<file path="config.mk">
export PLATFORM = sky130hd
export DESIGN_NAME = calc_result_bcd
export DESIGN_NICKNAME = d
export VERILOG_FILES = /design/src/rtl/calc_result_bcd.sv
export SDC_FILE = /design/constraint.sdc
export NUM_CORES = 1
export LEC_CHECK = 0
export CELL_PAD_IN_SITES_DETAIL_PLACEMENT = 2
export CELL_PAD_IN_SITES_GLOBAL_PLACEMENT = 2
export CORE_ASPECT_RATIO = 1.5
export CORE_MARGIN = 3
export CORE_UTILIZATION = 31
export DETAILED_ROUTE_END_ITERATION = 8
export GPL_ROUTABILITY_DRIVEN = 0
export PLACE_DENSITY_LB_ADDON = 0.15
export SYNTH_ARGS = -nofsm -noshare
export SYNTH_HDL_FRONTEND = slang
export SYNTH_SLANG_ARGS = --single-unit
</file>
<file path="constraint.sdc">
create_clock -name clk -period 1.7 [get_ports clk]
set_clock_uncertainty 0.15 [all_clocks]
set_input_delay 0.51 -clock clk [delete_from_list [all_inputs] [get_ports clk]]
set_output_delay 0.51 -clock clk [all_outputs]
set_load 0.005 [all_outputs]
</file>
<file path="src/rtl/calc_result_bcd.sv">
// Sequential double-dabble converter: turns the calculator result and the
// division remainder into BCD digits, optionally blanking leading zeros.
module calc_result_bcd #(
    parameter bit BLANK_LEAD = 1'b1
) (
    input  logic       clk,
    input  logic       rst_n,
    input  logic       start,
    input  logic [1:0] mode,
    input  logic [7:0] result,
    input  logic [3:0] remainder,
    output logic [3:0] bcd_hun,
    output logic [3:0] bcd_ten,
    output logic [3:0] bcd_one,
    output logic [3:0] rem_ten,
    output logic [3:0] rem_one,
    output logic       neg,
    output logic       busy,
    output logic       done
);

    localparam logic [1:0] ST_IDLE   = 2'd0;
    localparam logic [1:0] ST_SHIFT  = 2'd1;
    localparam logic [1:0] ST_FINISH = 2'd2;
    localparam logic [1:0] MODE_SUB  = 2'b01;
    localparam logic [1:0] MODE_DIV  = 2'b11;
    localparam logic [3:0] BLANK     = 4'hF;

    logic [1:0]  state_r;
    logic [2:0]  cnt_r;
    logic [1:0]  mode_r;
    logic        neg_next_r;
    logic [7:0]  bin_r;
    logic [3:0]  rbin_r;
    logic [11:0] bcd_r;
    logic [7:0]  rbcd_r;

    logic [3:0]  twos_s;
    logic [7:0]  cap_val_s;
    logic        cap_neg_s;
    logic [3:0]  ten_adj_s;
    logic [3:0]  one_adj_s;
    logic [3:0]  rone_adj_s;
    logic [11:0] bcd_nxt_s;
    logic [7:0]  rbcd_nxt_s;
    logic [3:0]  hun_s;
    logic [3:0]  ten_s;
    logic [3:0]  rten_s;
    logic [3:0]  rone_s;

    function automatic logic [3:0] dd_adj(input logic [3:0] d);
        if (d >= 4'd5) begin
            return d + 4'd3;
        end else begin
            return d;
        end
    endfunction

    // Conversion value and sign as seen on the start edge (sub shows magnitude of a borrow)
    always_comb begin
        twos_s    = ~result[3:0] + 4'd1;
        cap_val_s = result;
        cap_neg_s = 1'b0;
        if (mode == MODE_SUB) begin
            if (result[4]) begin
                cap_val_s = {4'd0, twos_s};
                cap_neg_s = 1'b1;
            end else begin
                cap_val_s = {4'd0, result[3:0]};
                cap_neg_s = 1'b0;
            end
        end else begin
            cap_val_s = result;
            cap_neg_s = 1'b0;
        end
    end

    // One double-dabble step. Hundreds (max 2) and remainder tens (max 1)
    // can never reach 5, so their add-3 correction is the identity.
    always_comb begin
        ten_adj_s  = dd_adj(bcd_r[7:4]);
        one_adj_s  = dd_adj(bcd_r[3:0]);
        rone_adj_s = dd_adj(rbcd_r[3:0]);
        bcd_nxt_s  = {bcd_r[10:8], ten_adj_s, one_adj_s, bin_r[7]};
        rbcd_nxt_s = {rbcd_r[6:4], rone_adj_s, rbin_r[3]};
    end

    // Leading-zero blanking and remainder suppression for non-divide ops
    always_comb begin
        hun_s  = bcd_r[11:8];
        ten_s  = bcd_r[7:4];
        rten_s = rbcd_r[7:4];
        rone_s = rbcd_r[3:0];
        if (BLANK_LEAD && (bcd_r[11:8] == 4'd0)) begin
            hun_s = BLANK;
            if (bcd_r[7:4] == 4'd0) begin
                ten_s = BLANK;
            end else begin
                ten_s = bcd_r[7:4];
            end
        end else begin
            hun_s = bcd_r[11:8];
            ten_s = bcd_r[7:4];
        end
        if (mode_r != MODE_DIV) begin
            rten_s = BLANK_LEAD ? BLANK : 4'd0;
            rone_s = BLANK_LEAD ? BLANK : 4'd0;
        end else if (BLANK_LEAD && (rbcd_r[7:4] == 4'd0)) begin
            rten_s = BLANK;
            rone_s = rbcd_r[3:0];
        end else begin
            rten_s = rbcd_r[7:4];
            rone_s = rbcd_r[3:0];
        end
    end

    // Control FSM, scratch shifting and registered digit outputs
    always_ff @(posedge clk or negedge rst_n) begin
        if (!rst_n) begin
            state_r    <= ST_IDLE;
            cnt_r      <= 3'd0;
            mode_r     <= 2'd0;
            neg_next_r <= 1'b0;
            bin_r      <= 8'd0;
            rbin_r     <= 4'd0;
            bcd_r      <= 12'd0;
            rbcd_r     <= 8'd0;
            bcd_hun    <= 4'd0;
            bcd_ten    <= 4'd0;
            bcd_one    <= 4'd0;
            rem_ten    <= 4'd0;
            rem_one    <= 4'd0;
            neg        <= 1'b0;
            busy       <= 1'b0;
            done       <= 1'b0;
        end else begin
            case (state_r)
                ST_IDLE: begin
                    done <= 1'b0;
                    // a start seen while done is still high is dropped
                    if (start && !done) begin
                        mode_r     <= mode;
                        bin_r      <= cap_val_s;
                        neg_next_r <= cap_neg_s;
                        rbin_r     <= remainder;
                        bcd_r      <= 12'd0;
                        rbcd_r     <= 8'd0;
                        cnt_r      <= 3'd0;
                        busy       <= 1'b1;
                        state_r    <= ST_SHIFT;
                    end
                end
                ST_SHIFT: begin
                    bcd_r <= bcd_nxt_s;
                    bin_r <= {bin_r[6:0], 1'b0};
                    if (!cnt_r[2]) begin
                        rbcd_r <= rbcd_nxt_s;
                        rbin_r <= {rbin_r[2:0], 1'b0};
                    end
                    cnt_r <= cnt_r + 3'd1;
                    if (cnt_r == 3'd7) begin
                        state_r <= ST_FINISH;
                    end
                end
                ST_FINISH: begin
                    bcd_hun <= hun_s;
                    bcd_ten <= ten_s;
                    bcd_one <= bcd_r[3:0];
                    rem_ten <= rten_s;
                    rem_one <= rone_s;
                    neg     <= neg_next_r;
                    done    <= 1'b1;
                    busy    <= 1'b0;
                    state_r <= ST_IDLE;
                end
                default: begin
                    busy    <= 1'b0;
                    done    <= 1'b0;
                    state_r <= ST_IDLE;
                end
            endcase
        end
    end

endmodule

</file>
Yosys cells after proc, flatten, opt, wreduce, memory -nomap -nowiden
Index checks and enable logic that the tools add are counted.
{ "totals": {"out_inout_bits": 23, "inputBits": 17, "wordCells": 77, "register_bits": 63} }
{ "classes": {"bitwise": 2, "reduce_logical": 12, "order_cmp": 3, "addsub": 5, "mux": 31, "n_eq_ne": 8} }
{ "ops": {"columns": ["operator", "count"], "rows": [
  ["4-bit two-way mux", 12],
  ["8-bit two-way mux", 4],
  ["8-bit one-hot mux with 2 select lines", 2],
  ["12-bit one-hot mux with 2 select lines", 1],
  ["4-bit by 2-bit adder with 4-bit output (second input constant)", 3],
  ["4-bit by 3-bit >= comparator with 1-bit output (second input constant)", 3],
  ["4-bit logical NOT", 3],
  ["12-bit two-way mux", 1],
  ["2-bit != test (second input constant)", 4],
  ["4-bit one-hot mux with 2 select lines", 1],
  ["2-bit AND reduction", 4],
  ["3-bit one-hot mux with 2 select lines", 1],
  ["4-bit by 1-bit adder with 4-bit output (second input constant)", 1],
  ["2-bit by 1-bit == test with 1-bit output (second input constant)", 2],
  ["2-bit two-way mux", 2],
  ["4-bit NOT", 1],
  ["1-bit one-hot mux with 2 select lines", 2],
  ["2-bit one-hot mux with 2 select lines", 1],
  ["3-bit by 1-bit adder with 3-bit output (second input constant)", 1],
  ["3-bit == test (second input constant)", 1],
  ["1-bit two-way mux", 3],
  ["3-bit two-way mux", 1],
  ["3-bit AND reduction", 1],
  ["2-bit == test (second input constant)", 1],
  ["5 further kinds", 5]
]} }

Depth between registers and ports, before layout
{ "depth": {"ltp_word": 6, "depth_mapped": 6, "mapped_depth_nobuf": 6} }

Least setup slack after synthesis
Ideal clock, no wire load.
{ "synth_timing": {"kind": "input port to flip-flop", "from": "in start", "to": "reg rbcd_r[3]", "t_arrival_ns": 1.463, "required_time_ns": 1.428, "stages": 5, "setup_slack_ns": -0.034, "path_buffers": 1, "setup_time_ns": 0.122, "cell_sequence": "or4b_1 > buf_4 > o21ai_4 > o31ai_1 > a32o_1"} }
{ "synth_via": {"elab_chain_len": 3} }
{ "synth_rtl": {"columns": ["item", "line", "rtl"], "rows": [
  ["start, declared", "8", "input logic start,"],
  ["1-bit logical AND", "141", "if (start && !done) begin"],
  ["2-bit != test (no line)", null, null],
  ["3-bit AND reduction (no line)", null, null],
  ["end signal, assigned", "157", "rbcd_r <= rbcd_nxt_s;"],
  ["end, declared", "36", "logic [7:0] rbcd_r;"]
]} }
Every way passes these cells.
A chain may end at the register's enable or synchronous reset.

Worst setup path in the final report
{ "layout_timing": {"from": "reg done", "to": "reg bcd_r[3]"} }
{ "layout_via": {"elab_chain_len": 4} }
{ "layout_rtl": {"columns": ["item", "line", "rtl"], "rows": [
  ["start, declared", "19", "output logic done"],
  ["start signal, assigned", "135", "done <= 1'b0;"],
  ["start signal, assigned", "139", "done <= 1'b0;"],
  ["start signal, assigned", "172", "done <= 1'b1;"],
  ["1-bit logical NOT", "141", null],
  ["1-bit logical AND", "141", null],
  ["2-bit != test (no line)", null, null],
  ["2-bit AND reduction (no line)", null, null],
  ["end signal, assigned", "154", "bcd_r <= bcd_nxt_s;"],
  ["end, declared", "35", "logic [11:0] bcd_r;"]
]} }
Every way passes these cells.

==> summary.md <==
| Metric | Value |
|---|---|
| 1st-iter DRT viols | `77` |
| RSZ-0062 raised after global routing | `yes` |
| LEAKAGE | `1.918 nW` |
| Top cell type's share of synthesized area | `approximately 56%` |
| Die Y | `122.8 um` |
| CTS sink count | `63` |
| Largest net degree at the start of global routing | `64` |
| Critical setup path kind | `reg2reg` |
| Reg2reg end | `bcd_r[3]` |
| Die X-Extent | `around 84 um` |
| ANT nets after route | `0` |
| Fin cells | `475` |
| Avg Cell Area, Syn | `10.03 um^2` |
| CP startpoint | `done` |
| Syn Std Cell Area | `approximately 2800 um^2` |
| Syn_nets | `between 300 and 400` |
| Nets@finish | `389` |
| Share of cells above drive strength 1 | `between 30% and 40%` |
| Status | `finished with violations` |
| First-pass GRT wire length | `14020 um` |
| Synth Flop Type | `dfrtp_1` |
| Synth warnings | `0` |
| Synthesized instance count | `between 200 and 300` |
| Post-DP HPWL | `5514 um` |
| Total GRT Usage | `between 15 and 20%` |
| Die area | `10290 um^2` |
| Post-synth top cells | `dfrtp_1 (63), nand2_1 (57), o21ai_0 (23)` |
| Fraction of registers with async set/reset | `100.0%` |
| Sequential area share after synthesis | `a little under three fifths` |
| Num CTS Buffers | `9` |
| Clock Tree Root | `clkbuf_16` |
| Floorplan row count | `42` |
| Synth Register Bits | `63` |
| Clock network fraction of total power | `about a fifth` |
| Count leader, synth | `dfrtp_1` |
| Fin crit period | `approximately 1.9 ns` |
| Core Footprint | `about 9000 um^2` |
| R2r startpoint | `done` |
| Synth top area cells | `dfrtp_1 (56%), nand2_1 (7.6%), o21ai_0 (4.1%), ha_1 (4.0%), nand3_1 (2.3%)` |
| Vias | `2411` |
| Final Routed Wirelength | `8710 um` |
| Effective utilization at floorplan | `31.92%` |
| Period Utilization, post-route | `110.1%` |
| Routed vias/inst | `5.076` |
| Number of global-route vias before repair | `2744` |
| WP data required | `1.76 ns` |
| R2r setup slk | `-0.17 ns` |
| Violated checks | `negative setup slack` |
| Final Setup Violations | `27` |
| Number of flops mapped to enable cells by yosys | `0` |
| Area grow syn2layout | `50.00%` |
| Total negative slack | `-2.195 ns` |
| Worst Tran Pin Value | `0.4436 ns` |
| Port Buffers | `39` |
| H-tree lvl count | `3` |
| Placed cells | `451` |
| Max Cap Viol | `0` |
| Worst setup margin | `-0.1721 ns` |
| Worst-skew pair later-pin latency | `between 0.3 and 0.4 ns` |
| Fin. max-slew vios | `0` |
| Worst slew margin | `70.15%` |
| TritonCTS clock tree | `done` |
| CP arrival | `1.93 ns` |
| CP Launch Type | `flip-flop` |
| Hold Path Class | `in2async` |
| Pre-antenna DRT Iters | `4` |
| Combinational power share | `a little under half` |
| Worst setup EP type | `flip-flop` |
| Min Hold Slack | `0.03217 ns` |
| # diodes | `0` |
| Reg2Reg Depth | `5` |
| CTS hold repair buffers | `0` |
| Initial antenna violation count | `0` |
| Area leader, netlist | `dfrtp_1` |
| Clock Path Buffers | `2` |
| Total congestion overflow | `0` |
| Sw Ratio | `38.55%` |
| Internal cell power | `5.091 mW` |
| Power share of the sequential group | `33.8%` |
| Clk slew on worst S/H paths | `0.05 ns` |
| # IOs | `40` |
| Hold Fails Final Rpt | `0` |
| CP Max Fanout | `7` |
| Fmax | `between 500 and 600 MHz` |
| Drt wl/cell | `18.34 um` |
| Post-synth cell types | `38` |
| DRC | `0` |
| Psw | `3.194 mW` |
| Setup crit end | `bcd_r[3]` |
| P per Cell Area | `1960 nW/um^2` |
| Worst VDD drop | `761.8 uV` |
## layer usage
metal | track usage, % | part of all wire (%) | wire length (um) | vias to the layer above
li1 | - | - | - | 1136
met4 | 8.551 | 2.3 | 199 | 0
met2 | 32.77 | 55 | 4792 | 41
met5 | 0 | 0 | 0 | -
met1 | 19.58 | 40 | 3501 | 1220
met3 | 2.351 | 2.5 | 216 | 14
## cell type report
class / count / area (um^2)
clock buffer: 12 / 266.5
clock inverter: 1 / 5.005
fill: 929 / 4602
inverter: 13 / 48.80
multi-input combinational: 193 / 1428
sequential: 63 / 1579
tap: 110 / 137.6
timing repair buffer: 83 / 762.0
## power by group through the flow
stage	Clock [mW]	Combinational, mW	Sequential [mW]
floorplan	0	1.69	2.58
detailed placement	0	3.11	2.71
finish	1.68	3.81	2.80
global placement	0	2.95	2.66
CTS	1.73	3.52	2.75
global route	1.78	4.23	2.89
## worst min path at each step
stage,start,to,slack [ns],cells past startpoint
floorplan,rst_n,bcd_hun[0],0.06,0
finish,rst_n,rem_one[1],0.03,2
global placement,rem_ten[0],rem_ten[0],0.30,2
detailed placement,rem_ten[3],rem_ten[3],0.31,2
global route,rst_n,rem_one[1],0.06,2
CTS,rst_n,rem_one[1],0.06,2
## sequential cells by signal (all words and copies together), names as in the netlist
| signal | cells |
|---|---|
| done | 1 |
| rbcd_r | 8 |
| bin_r | 8 |
| bcd_r | 12 |
| mode_r | 2 |
| state_r | 2 |
| rbin_r | 4 |
| bcd_one | 4 |
| cnt_r | 3 |
| rem_ten | 4 |
| bcd_ten | 4 |
| neg | 1 |
| neg_next_r | 1 |
| rem_one | 4 |
| busy | 1 |
| bcd_hun | 4 |
## repair_timing
item | CTS | global route
resized for setup | 75 | 32
hold endpoints to repair | 0 | 0
setup buffers | 6 | 5
pin swaps | 19 | 13
setup endpoints to repair | 59 | 40
cloned | 1 | 0
## critical path, cell delays in order, from the launching register on
cell and delay (ns):
dfrtp_1 0.39, buf_6 0.14, or4b_4 0.60, nand2_4 0.14
o31ai_2 0.08, a32o_2 0.24
## kinds of logic (layout without fill, tap and decap cells)
logic type,count (synthesis),count (layout),share of synthesized area [%]
buffers and inverters,25,109,3.597
adders and majority gates,9,9,3.997
muxes,4,4,1.510
xor gates and xnor gates,7,7,2.176
AOI/OAI and AO/OA,69,69,16.12
and+or+nand+nor,104,104,16.65
DFF,63,63,55.95
## stage by stage
| step | total power, mW | setup slack, ns | util, % | instance area [um^2] |
|---|---|---|---|---|
| 2_1_floorplan | 4.272 | -0.02903 | - | 2825 |
| 5_1_grt | 8.907 | -0.1959 | 47.87 | 4227 |
| 6_report | 8.285 | -0.1721 | 47.87 | 4227 |
| 3_3_place_gp | 5.612 | -0.5046 | 40.38 | 3565 |
| 3_5_place_dp | 5.826 | -0.5465 | 40.38 | 3565 |
| 4_1_cts | 7.999 | -0.1305 | 46.37 | 4094 |
## placed cells by master, fill, tap and decap left out, drive strengths merged, types with 2 or more instances in the layout
cell           count
dfrtp             63
nand2             57
buf               45
o21ai             29
dlygate4sd2       24
clkdlybuf4s50     14
nor2              14
inv               13
nand3             13
clkbuf            12
ha                 9
a22oi              6
o31ai              6
a21oi              6
o22ai              5
a22o               5
nor3               5
xnor2              5
nand2b             5
a31oi              4
o22a               4
a32o               3
nor2b              2
mux2               2
xor2               2
mux2i              2
Note: power is estimated with default switching activity, not from simulation.
